$ cat config.mk
export PLATFORM = sky130hd
export DESIGN_NAME = uart_receive
export DESIGN_NICKNAME = d
export VERILOG_FILES = /design/src/rtl/uart_receive.sv
export SDC_FILE = /design/constraint.sdc
export NUM_CORES = 1
export LEC_CHECK = 0
export ABC_CLOCK_PERIOD_IN_PS = 2800
export BUFFER_PORTS_ARGS = -buffer_cell sky130_fd_sc_hd__buf_2
export CAP_MARGIN = 25
export CORE_ASPECT_RATIO = 0.6
export CORE_MARGIN = 4
export CORE_UTILIZATION = 38
export DETAILED_ROUTE_END_ITERATION = 12
export PLACE_DENSITY_LB_ADDON = 0.15
export SLEW_MARGIN = 20
export SYNTH_ARGS = -nofsm -noshare
export SYNTH_HDL_FRONTEND = slang
export SYNTH_SLANG_ARGS = --single-unit
$ cat constraint.sdc
create_clock -name clk_in -period 2.8 [get_ports clk_in]
set_input_delay 0.42 -clock clk_in [delete_from_list [all_inputs] [get_ports clk_in]]
set_output_delay 0.42 -clock clk_in [all_outputs]
set_load 0.005 [all_outputs]
$ cat src/rtl/uart_receive.sv
// UART receiver: start bit, WIDTH data bits LSB first, stop bit; each bit is sampled mid-bit.
// Optional even-parity checking is built in when UART_RX_PARITY_EN is defined.
module uart_receive #(
  parameter int INPUT_CLOCK_FREQ = 100_000_000,
  parameter int BAUD_RATE        = 9600,
  parameter int WIDTH            = 16
) (
  input  logic             clk_in,
  input  logic             rst_in,
  input  logic             rx_wire_in,
  output logic [WIDTH-1:0] data_out,
  output logic             valid_out,
  output logic             framing_error_out,
  output logic             parity_error_out,
  output logic             busy_out
);

  localparam int P    = INPUT_CLOCK_FREQ / BAUD_RATE;
  localparam int HALF = P / 2;
  localparam int CW   = (P > 1) ? $clog2(P) : 1;
  localparam int IW   = (WIDTH > 1) ? $clog2(WIDTH) : 1;

  localparam logic [CW-1:0] CNT_LAST = CW'(P - 1);
  localparam logic [CW-1:0] CNT_HALF = CW'(HALF - 1);
  localparam logic [IW-1:0] IDX_LAST = IW'(WIDTH - 1);

  typedef enum logic [2:0] {
    IDLE,
    START,
    DATA,
    PARITY,
    STOP
  } state_t;

  state_t           state;
  logic [CW-1:0]    count;
  logic [IW-1:0]    index;
  logic [WIDTH-1:0] data_reg;
  logic             sync_q;
  logic             rx_s;
  logic             rx_s_d;

  // The line idles high, so the synchroniser resets to 1 to avoid a fake start edge.
  always_ff @(posedge clk_in or posedge rst_in) begin
    if (rst_in) begin
      sync_q <= 1'b1;
      rx_s   <= 1'b1;
      rx_s_d <= 1'b1;
    end else begin
      // NOTE: non-blocking assignments make each stage see the previous stage's old value,
      // which is what turns three statements into a real three-flop chain.
      sync_q <= rx_wire_in;
      rx_s   <= sync_q;
      rx_s_d <= rx_s;
    end
  end

`ifdef UART_RX_PARITY_EN
  logic par_flag;
`else
  assign parity_error_out = 1'b0;
`endif

  always_ff @(posedge clk_in or posedge rst_in) begin
    if (rst_in) begin
      state             <= IDLE;
      count             <= '0;
      index             <= '0;
      data_reg          <= '0;
      data_out          <= '0;
      valid_out         <= 1'b0;
      framing_error_out <= 1'b0;
      busy_out          <= 1'b0;
`ifdef UART_RX_PARITY_EN
      parity_error_out  <= 1'b0;
      par_flag          <= 1'b0;
`endif
    end else begin
      // NOTE: pulse outputs default low every cycle; only the branch that reports sets them.
      valid_out         <= 1'b0;
      framing_error_out <= 1'b0;
`ifdef UART_RX_PARITY_EN
      parity_error_out  <= 1'b0;
`endif
      case (state)
        IDLE: begin
          // Edge-triggered start so a held-low (break) line cannot retrigger.
          if (rx_s_d && !rx_s) begin
            count    <= '0;
            index    <= '0;
            busy_out <= 1'b1;
            state    <= START;
`ifdef UART_RX_PARITY_EN
            par_flag <= 1'b0;
`endif
          end
        end

        START: begin
          if (count == CNT_HALF) begin
            if (!rx_s) begin
              count <= '0;
              state <= DATA;
            end else begin
              busy_out <= 1'b0;
              state    <= IDLE;
            end
          end else begin
            count <= count + 1'b1;
          end
        end

        DATA: begin
          if (count == CNT_LAST) begin
            data_reg[index] <= rx_s;
            count           <= '0;
            if (index == IDX_LAST) begin
`ifdef UART_RX_PARITY_EN
              state <= PARITY;
`else
              state <= STOP;
`endif
            end else begin
              index <= index + 1'b1;
            end
          end else begin
            count <= count + 1'b1;
          end
        end

`ifdef UART_RX_PARITY_EN
        PARITY: begin
          if (count == CNT_LAST) begin
            par_flag <= rx_s ^ (^data_reg);
            count    <= '0;
            state    <= STOP;
          end else begin
            count <= count + 1'b1;
          end
        end
`endif

        STOP: begin
          // Leave at mid-stop-bit so a start edge right after the stop bit is caught.
          if (count == CNT_LAST) begin
            state    <= IDLE;
            busy_out <= 1'b0;
            if (!rx_s) begin
              framing_error_out <= 1'b1;
            end
`ifdef UART_RX_PARITY_EN
            else if (par_flag) begin
              parity_error_out <= 1'b1;
            end
`endif
            else begin
              data_out  <= data_reg;
              valid_out <= 1'b1;
            end
          end else begin
            count <= count + 1'b1;
          end
        end

        default: begin
          busy_out <= 1'b0;
          state    <= IDLE;
        end
      endcase
    end
  end

endmodule
# After elaboration in Yosys (flattened, before gate mapping)
# Index checks and enable logic that the tools add are counted.
# totals
ff_bits	59
latch_bits	0
mem_bits_rw	0
mem_bits_ro	0
output_inout_bits	20
n_memories	0
# op_classes
add_sub_neg	2
mul	0
div_mod_pow	0
n_lt_le_gt_ge	2
eq_ne	15
n_shift	0
muxes	31
bitwise_logic	1
reduce_logical	12
# ops
cell	count
2-to-1 mux 14 bit	5
case mux 14 bit (4 select lines)	1
bitwise mux 16 bit	1
!= test 2 bit, second input constant	8
2-to-1 mux 3 bit	5
adder 14 x 1 -> 14 bit, second input constant	1
equality test 14 x 13 -> 1 bit, second input constant	1
equality test 14 bit, second input constant	1
2-to-1 mux 4 bit	3
case mux 3 bit (4 select lines)	1
2-to-1 mux 1 bit	11
AND reduction 5 bit	2
case mux 4 bit (2 select lines)	1
AND reduction 4 bit	2
< comparator 4 x 5 -> 1 bit, second input constant	1
adder 4 x 1 -> 4 bit, second input constant	1
demux 1 bit (select 4 bit)	1
equality test 4 bit, second input constant	1
greater-or-equal comparator 4 x 1 -> 1 bit, second input constant	1
case mux 1 bit (4 select lines)	1
nonzero test 4 bit	1
equality test 3 x 1 -> 1 bit, second input constant	1
equality test 3 x 2 -> 1 bit, second input constant	1
equality test 3 bit, second input constant	1
other kinds (9)	10

# Logic depth before layout (Yosys ltp)
# Gate-level depths: netlist of the first run.
# depth
word_depth	5
mapped_depth	9
ltp_nobuf	7

# Worst setup path after synthesis of the first run
# No wires, ideal clock.
# synth_timing
kind	register to register
startpoint	register count[0]
endpoint	register count[7]
setup_ns	0.110
arrival_time_ns	1.994
required_time_ns	2.690
path_slack_ns	0.696
stages_incl_launch_ff	10
path_cell_list	dfrtp_1 -> ha_1 -> and4b_1 -> and4_4 -> nand2b_4 -> and3_4 -> buf_6 -> or2_1 -> buf_6 -> o41ai_1
# synth_between
elab_chain_len	3
# synth_lines
item	line_no	source
start: declaration	36	logic [CW-1:0] count;
start signal: assignment	109	count <= count + 1'b1;
start signal: assignment	127	count <= count + 1'b1;
start signal: assignment	161	count <= count + 1'b1;
adder 14 x 1 -> 14 bit, or another cell as far along	109, 127, 161	
2-to-1 mux 14 bit, or another cell as far along	145	if (count == CNT_LAST) begin
case mux 14 bit (4 select lines) or AND reduction 4 bit (tied branches)	--	
# Parallel ways exist; a longest one is shown, timed or not. The select of a mux whose other input is x is not followed.
# A chain may end at the register's enable or synchronous reset.

# Worst setup path after layout of the first run
# Ends and elaborated chain as after synthesis.

==> results_dict.tcl, run 1 <==
set metrics [dict create \
    wl_per_cell_um 14.22 \
    globalplace.congestion 0.8100 \
    die-width_um 120.3 \
    postLayoutCoreUtil_pct 46.36 \
    crit_family "simple AND/OR/NAND/NOR gates" \
    hold_slack_ns 0.1901 \
    synthArstFlopShare_pct 100.0 \
    worst_pin_slew_ns 0.7405 \
    ys_seq_elements 59 \
    wirelength_um 5447 \
    rsz0062_at_grt "no" \
    slew_violations 0 \
    r2r_end "count[7]" \
    stdcell_count 383 \
    overflow 0 \
    row_count 24 \
    netlist_area_mm2 0.002874 \
    postCtsSetupBuffers 0 \
    rr_startpoint "count[0]" \
    power.leakage_nw 1.647 \
    p_per_area_mw_per_mm2 755.7 \
    drt_iter0_drc 131 \
    cpPeakStageDelay_ns 0.48 \
    setup_slack_ns 0.3394 \
    grt_pass1_wl_um 9094 \
    drive_above_1_share_pct 29.03 \
    period_share_pct 87.88 \
    ant_nets 0 \
    worstPathArrival_ns 2.67 \
    ff2ff_setup_slack_ns 0.34 \
    synth_common_cells "dfrtp_1 (56), nand2_1 (33), mux2_2 (32)" \
    cts_tree "done" \
    remaining_drc_errors 0 \
    grt_use_total_pct 13.24 \
    cts_root_buf "clkbuf_16" \
    die_area_mm2 0.009065 \
    stdcell_area_mm2 0.003383 \
    clk_latency_ns 0.32 \
    hold_violations 0 \
    period_minus_slack_ns 2.461 \
    timing.fmax_mhz 406.4 \
    area.growth.synth_to_final_pct 17.72 \
    status "complete, no violations" \
    path_clk_slew_ns 0.05 \
    cts.sinks 59 \
    post_dp_cell_area_mm2 0.003040 \
    io_buffers 21 \
    tns_ns 0 \
    start_util_pct 39.39 \
    fin_nets 282 \
    slew_headroom_pct 50.51 \
    synth-edff-count 0 \
    critPathMaxFanout 12 \
    drv.max_cap_violation_count 0 \
    dpl.cell_count 367 \
    die_h_um 75.37 \
    synth.largest_area_cell "dfrtp_1" \
    core_area_mm2 0.007297 \
    synthTopCellsByArea "dfrtp_1 (49%), mux2_2 (13%), nand2_1 (4.3%)" \
    path_cells "ha_1 > and4b_1 > nand4_2 > or2_2 > nand3_1 > or2_1 > o41ai_1" \
    clock_path_buffers 2 \
    skew_ns 0.003808 \
    slowest_stage "or2_1" \
    power_mw 2.557 \
    yosysMostFrequentCell "dfrtp_1" \
    syn_nets 263 \
    required_ns 3.01 \
    grt_pass1_vias 1773 \
    path_buf_inv 0 \
    antenna_found_initial 0 \
    ys_warn_count 0 \
    start_kind "register" \
    synth_flop_cell "dfrtp_1" \
    cts_buffers 9 \
    worstSetupPathType "reg2reg" \
    endpoint_kind "register" \
    diodes 0 \
    detail_route.vias_per_cell 5.021 \
    vias 1923 \
    rr_worst_depth 7 \
    yosysTopAreaCellShare_pct 48.76 \
    hold_class "in2async" \
    ctsHoldBuffers 0 \
    dp_slack_ns 0.3341 \
    grt_max_degree 31 \
    io_pins 23 \
    cts-resized-gates 0 \
    yosysUniqueCellTypes 48 \
    yosysSeqAreaShare_pct 51.50 \
    syn_inst 255 \
    drtPass1Iterations 4 \
    peakVddDrop_mv 0.3644 \
    syn_avg_cell_area_um2 11.27 \
    htree_levels 3 \
    dp_hpwl_um 3859 \
    setup_viol 0 \
]
-- worst reg2reg max path, stage by stage (launching register included) --
cell and delay (ns):
dfrtp_1 0.40, ha_1 0.26, and4b_1 0.23, nand4_2 0.16, or2_2 0.14, nand3_1 0.31, or2_1 0.48, o41ai_1 0.37
-- worst max-delay path by stage --
| stage | start | end | slack, ns | cells after the start |
|---|---|---|---|---|
| 6_report | count[0] | count[7] | 0.34 | 7 |
| 5_1_grt | count[0] | count[9] | 0.14 | 7 |
| 4_1_cts | count[0] | count[7] | 0.34 | 7 |
| 3_5_place_dp | count[0] | count[9] | 0.33 | 7 |
| 3_3_place_gp | count[0] | count[7] | 0.42 | 7 |
| 2_1_floorplan | count[0] | count[7] | 0.70 | 9 |
-- report_power, final --
group,switching [mW],total (mW),internal [mW]
clock network,0.368,1.26,0.889
logic,0.205,0.355,0.150
registers,0.0523,0.945,0.892
total,0.625,2.56,1.93
-- cell usage in the layout (no fill, tap or decap), types with 4 or more instances in the layout --
cell       netlist  final
buf_2            5     21
nor2_1          10     10
mux2_2          32     32
nand2_1         33     33
a2bb2oi_1        8      8
o21ai_0          7      7
and2_1           5      5
o31ai_1          7      7
nor2b_1          4      4
ha_1             5      5
nand3_1         16     16
and3_1           4      4
clkbuf_16        0      9
o21bai_1         4      4
dfrtp_1         56     56
a22o_1           4      4
-- routing by layer --
layer	vias up	track usage (%)	share of wire [%]
met1	917	20.15	56
met4	0	4.523	1.7
met5	-	0	0
met3	9	5.045	5.7
li1	950	-	-
met2	47	16.92	37
-- cell families after synthesis --
group                    Yosys count  share of synthesized area (%)
AND/OR/NAND/NOR                   98                          19.11
flip-flops                        59                          51.50
AO/OA/AOI/OAI                     38                          9.665
multiplexers                      32                          12.54
buffers and inverters             19                          3.874
adder cells (fa/ha/maj)            6                          2.569
XOR/XNOR                           2                         0.6096
other                              1                         0.1305
-- area by class of cell --
cell class	instances	area [um^2]
Sequential cell	59	1480
Inverter	4	15.01
Timing Repair Buffer	23	132.6
Multi-Input combinational cell	177	1282
Tap cell	104	130.1
Clock buffer	11	242.7
Clock inverter	5	100.1
Fill cell	680	3914
Note: power is estimated with default switching activity, not from simulation.
==> run 2: changes to the inputs <==
--- a/config.mk
+++ b/config.mk
@@ -12,6 +12,7 @@
 export CORE_MARGIN = 4
 export CORE_UTILIZATION = 38
 export DETAILED_ROUTE_END_ITERATION = 12
+export GPL_TIMING_DRIVEN = 0
 export PLACE_DENSITY_LB_ADDON = 0.15
 export SLEW_MARGIN = 20
 export SYNTH_ARGS = -nofsm -noshare
==> results_dict.tcl, run 2 (synthesis gave the netlist of run 1 again) <==
set metrics [dict create \
    power_mw 2.489 \
    slowest_stage "dfrtp_1" \
    path_cells "ha_1 > and4b_1 > nand4_2 > or2_2 > nand3_1 > or2_1 > buf_6 > o41ai_1" \
    ant_nets 0 \
    final_common_cell "dfrtp_1" \
    postCtsSetupBuffers 0 \
    area.growth.synth_to_final_pct 19.90 \
    multiInputGateArea_mm2 0.001282 \
    path_clk_slew_ns 0.05 \
    drtPass1Iterations 4 \
    cpPeakStageDelay_ns 0.40 \
    start_kind "register" \
    ctsHoldBuffers 0 \
    cts_root_buf "clkbuf_16" \
    antenna_found_initial 0 \
    cts-resized-gates 0 \
    cts_buffers 9 \
    endpoint_kind "register" \
    io_buffers 21 \
    vias 1952 \
    grt_max_degree 35 \
    hold_class "in2async" \
    seq_area_mm2 0.001480 \
    skew_ns 0.006613 \
    period_minus_slack_ns 2.369 \
    cts_tree "done" \
    wl_per_cell_um 14.42 \
    slew_violations 0 \
    die_area_mm2 0.009065 \
    io_pins 23 \
    die_h_um 75.37 \
    drt_iter0_drc 115 \
    path_buf_inv 1 \
    peakVddDrop_mv 0.3485 \
    rsz0062_at_grt "no" \
    status "complete, no violations" \
    timing.fmax_mhz 422.1 \
    htree_levels 3 \
    clk_latency_ns 0.33 \
    power.leakage_nw 1.687 \
    diodes 0 \
    critPathMaxFanout 9 \
    worstSetupPathType "reg2reg" \
    detail_route.vias_per_cell 4.917 \
    nFillCells 669 \
    p_per_area_mw_per_mm2 722.2 \
    worstPathArrival_ns 2.58 \
    start_util_pct 39.39 \
    drv.max_cap_violation_count 0 \
    dp_hpwl_um 4108 \
    setup_viol 0 \
    period_share_pct 84.61 \
    grt_use_total_pct 14.49 \
    clock_path_buffers 2 \
    overflow 0 \
    fin_nets 296 \
    row_count 24 \
    grt_pass1_vias 1911 \
    die-width_um 120.3 \
    drive_above_1_share_pct 31.40 \
    required_ns 3.01 \
    crit_family "simple AND/OR/NAND/NOR gates" \
    remaining_drc_errors 0 \
    core_area_mm2 0.007297 \
    tns_ns 0 \
    wirelength_um 5725 \
    hold_violations 0 \
    cts.sinks 59 \
    grt_pass1_wl_um 9901 \
    globalplace.congestion 0.8254 \
    postLayoutCoreUtil_pct 47.22 \
    layout_common_cells "dfrtp_1 (56), nand2_1 (33), mux2_2 (32)" \
]
[run 2: cell count changes in the layout (fill, tap and decap cells not counted)]
cell / before / now
buf_6: 0 / 3
inv_2: 1 / 0
clkbuf_8: 1 / 3
bufinv_16: 3 / 1
buf_1: 0 / 1
clkinvlp_4: 0 / 1
buf_2: 21 / 26
buf_4: 1 / 3
inv_4: 0 / 1
clkbuf_1: 1 / 3
[run 2: path summary, 6_finish.rpt]
kind	from	slack (ns)	cells past startpoint	end
min in group clk_in	rx_wire_in	0.19	1	sync_q
max in group asynchronous	rst_in	2.24	3	data_out[8]
hold / removal	rst_in	0.07	2	count[6]
hold reg to reg	sync_q	0.35	0	rx_s
setup reg to reg	count[0]	0.43	8	count[7]
setup / recovery	count[0]	0.43	8	count[7]
[run 2: cell type report]
class	instances	share of cell area, %
Multi-Input combinational cell	177	37.22
Inverter	4	0.5084
Clock buffer	12	7.734
Buffer	15	2.796
Tap cell	104	3.776
Timing Repair Buffer	22	3.631
Clock inverter	4	1.380
Sequential cell	59	42.96
[run 2: where the power goes]
part / internal (mW) / switching (mW) / total [mW]
Clock: 0.756 / 0.367 / 1.12
Combinational: 0.191 / 0.250 / 0.441
Sequential: 0.893 / 0.0312 / 0.924
Total: 1.84 / 0.648 / 2.49
[run 2: stage by stage]
| step | cells | hold WS (ns) | setup slack, ns | area (um^2) |
|---|---|---|---|---|
| 3_5_place_dp | 381 | 0.3468 | 0.4215 | 3132 |
| 2_1_floorplan | 255 | 0.3452 | 0.6962 | 2874 |
| 6_report | 397 | 0.06525 | 0.4309 | 3446 |
| 3_3_place_gp | 380 | 0.3469 | 0.08554 | 3109 |
| 5_1_grt | 397 | 0.09012 | 0.1868 | 3446 |
| 4_1_cts | 397 | 0.06992 | 0.4060 | 3446 |
[run 2: per-layer routing]
layer | global-route usage, % | vias to the layer above | part of all wire (%) | wire (um)
met5 | 0 | - | 0 | 0
met4 | 5.653 | 0 | 1.7 | 98
met3 | 5.638 | 11 | 5.5 | 317
met2 | 17.16 | 42 | 35 | 1999
met1 | 22.73 | 924 | 58 | 3309
li1 | - | 975 | - | -
==> run 3: changes to the inputs <==
--- a/config.mk
+++ b/config.mk
@@ -5,7 +5,8 @@
 export SDC_FILE = /design/constraint.sdc
 export NUM_CORES = 1
 export LEC_CHECK = 0
-export ABC_CLOCK_PERIOD_IN_PS = 2800
+export ABC_AREA = 1
+export ABC_CLOCK_PERIOD_IN_PS = 2300
 export BUFFER_PORTS_ARGS = -buffer_cell sky130_fd_sc_hd__buf_2
 export CAP_MARGIN = 25
 export CORE_ASPECT_RATIO = 0.6
==> constraint.sdc (replaced) <==
create_clock -name clk_in -period 2.3 [get_ports clk_in]
set_input_delay 0.345 -clock clk_in [delete_from_list [all_inputs] [get_ports clk_in]]
set_output_delay 0.345 -clock clk_in [all_outputs]
set_load 0.005 [all_outputs]
==> results_dict.tcl, run 3 <==
set metrics [dict create \
    rr_startpoint "count[0]" \
    diodes 0 \
    cts.sinks 59 \
    crit_start "count[0]" \
    path_buf_inv 2 \
    slew_headroom_pct 65.20 \
    yosysUniqueCellTypes 35 \
    cts_root_buf "clkbuf_16" \
    die-width_um 125.7 \
    syn_inst 404 \
    cpMostUsedCell "nand2_1" \
    power_frac_seq_pct 38.1 \
    hold_class "in2reg" \
    internal_power_mw 2.076 \
    start_util_pct 39.59 \
    dp_slack_ns 0.4387 \
    grt_use_met3_pct 4.487 \
    die_h_um 78.62 \
    cts_buffers 9 \
    peakVddDrop_mv 0.5073 \
    io_pins 23 \
    fin_nets 446 \
    vias 2712 \
    synthAdderAreaFrac_pct 1.981 \
    wl_per_cell_um 13.95 \
    path_clk_slew_ns 0.05 \
    wirelength_um 7686 \
    drv.max_cap_violation_count 0 \
    ys_seq_elements 59 \
    swShare_pct 32.78 \
    clk_latency_ns 0.32 \
    grt_pass1_vias 2551 \
    synthMuxAreaShare_pct 0 \
    antenna_found_initial 0 \
    synth_top_family_by_area "simple AND/OR/NAND/NOR gates" \
    grt_use_total_pct 17.27 \
    synth_flop_cell "dfrtp_1" \
    detail_route.vias_per_cell 4.922 \
    rsz0062_at_grt "no" \
    drt_iter0_drc 251 \
    yosysTopAreaCellShare_pct 44.37 \
    slowest_stage "dfrtp_1" \
    yosysSeqAreaShare_pct 46.87 \
    path_cells "ha_1 > nand2_1 > clkinv_2 > nand2_4 > nor2_4 > nand4_1 > buf_2 > nand2_1 > nand2_1" \
    setup_viol 0 \
    r2r_end "data_out[1]" \
    postLayoutCoreUtil_pct 46.54 \
    required_ns 2.51 \
    timing.fmax_mhz 533.2 \
    final_common_cell "nand2_1" \
    layout_common_cells "nand2_1 (136), dfrtp_1 (56), nand3_1 (54)" \
    rr_worst_depth 9 \
    stdcell_count 551 \
    status "complete, no violations" \
    crit_family "simple AND/OR/NAND/NOR gates" \
    start_kind "register" \
    netlist_area_mm2 0.003158 \
    cpPeakStageDelay_ns 0.41 \
    synth-xor-area-share_pct 1.109 \
    postCtsSetupBuffers 0 \
    yosysMostFrequentCell "nand2_1" \
    area.growth.synth_to_final_pct 17.55 \
    synth-compound-area-share_pct 6.022 \
    worstSetupPathType "reg2reg" \
    syn_avg_cell_area_um2 7.817 \
    clock_path_buffers 2 \
    setup_slack_ns 0.4247 \
    power_mw 3.089 \
    ys_warn_count 0 \
    ff2ff_setup_slack_ns 0.42 \
    syn_nets 412 \
    core_area_mm2 0.007976 \
    globalRouteMet1Util_pct 28.06 \
    crit_path_end "data_out[1]" \
    io_buffers 21 \
    synth_common_cells "nand2_1 (136), dfrtp_1 (56), nand3_1 (54)" \
    hold_slack_ns 0.1193 \
    skew_ns 0.004040 \
    htree_levels 3 \
    globalplace.congestion 0.9531 \
    synthArstFlopShare_pct 100.0 \
    ant_nets 0 \
    drive_above_1_share_pct 16.93 \
    dp_hpwl_um 5702 \
    period_share_pct 81.54 \
    period_minus_slack_ns 1.875 \
    row_count 25 \
    endpoint_kind "register" \
    hold_violations 0 \
    cts_tree "done" \
    grt_max_degree 37 \
    worst_pin_slew_ns 0.5220 \
    pwr-share-clk_pct 40.1 \
    synth-edff-count 0 \
    die_area_mm2 0.009881 \
    grt_pass1_wl_um 13540 \
    cts-resized-gates 0 \
    yosys.area_share.simple_pct 37.76 \
    grt_use_met2_pct 21.59 \
    grt-busiest-layer "met1" \
    switching_power_mw 1.013 \
    worstPathArrival_ns 2.09 \
    critPathMaxFanout 10 \
    combPwrFrac_pct 21.8 \
    synthTopCellsByArea "dfrtp_1 (44%), nand2_1 (16%), nand3_1 (8.6%)" \
    overflow 0 \
    p_per_area_mw_per_mm2 832.2 \
    drtPass1Iterations 5 \
    slew_violations 0 \
    cp_num_cells 9 \
    synth.largest_area_cell "dfrtp_1" \
    dpl.cell_count 534 \
    remaining_drc_errors 0 \
    power.leakage_nw 1.911 \
]
==> run 3: cell count changes in the layout (fill, tap and decap cells not counted), moves of 14 or more <==
cell,change
mux2_2,-32
o21ai_1,+14
nand2_1,+103
nand3_1,+38
nor2_1,+19
inv_1,+23
==> run 3: worst min-delay path by stage <==
stage | start | slack, ns | to | depth (start not counted)
after global routing | rx_wire_in | 0.11 | sync_q | 1
after CTS | rx_wire_in | 0.11 | sync_q | 1
final | rx_wire_in | 0.12 | sync_q | 1
after global placement | sync_q | 0.35 | rx_s | 0
after floorplan | sync_q | 0.35 | rx_s | 0
after detailed placement | rst_in | 0.34 | framing_error_out | 2
==> run 3: cells by family (layout without fill, tap and decap cells) <==
kind of cell | after synthesis | after routing
compound gates | 35 | 35
xor+xnor | 4 | 4
fa+ha+maj | 5 | 5
buf+inv | 44 | 83
flops | 59 | 59
other cells | 1 | 1
simple gates | 256 | 256
==> run 3: timing repair <==
action	4_1_cts	5_1_grt
setup endpoints to repair	0	0
hold endpoints to repair	13	0
hold buffers	1	0
==> run 3: area by class of cell <==
class	count	area, um^2
flip-flops and latches	59	1480
well taps	108	135.1
fillers	808	4264
repair buffers	23	135.1
multi-input cells	301	1484
plain buffers	9	61.31
clock inverters	4	25.02
inverters	35	135.1
clock buffers	12	256.5
==> run 3: layer usage <==
metal	vias to the layer above	wire length, um	part of all wire (%)
met5	-	0	0
met4	0	93	1.2
met3	7	524	6.8
met2	80	2718	35
met1	1233	4350	57
li1	1392	-	-
==> run 3: worst reg2reg max path: stages (launching register included) <==
cell and delay, ns:
dfrtp_1 0.41, ha_1 0.20, nand2_1 0.09, clkinv_2 0.09, nand2_4 0.07, nor2_4 0.14, nand4_1 0.30, buf_2 0.32
nand2_1 0.08, nand2_1 0.06
==> run 3: metrics by stage <==
stage	cell area (um^2)	TNS, ns
global route	3712	0
floorplan	3158	0
finish	3712	0
CTS	3712	0
global placement	3398	-21.38
detailed placement	3421	0
==> run 3: power by group through the flow <==
stage               sequential, mW  clock, mW  combinational, mW
floorplan                     1.18          0              0.491
global route                  1.19       1.32              0.767
global placement              1.19          0              0.664
finish                        1.18       1.24              0.674
detailed placement            1.19          0              0.671
CTS                           1.18       1.27              0.677
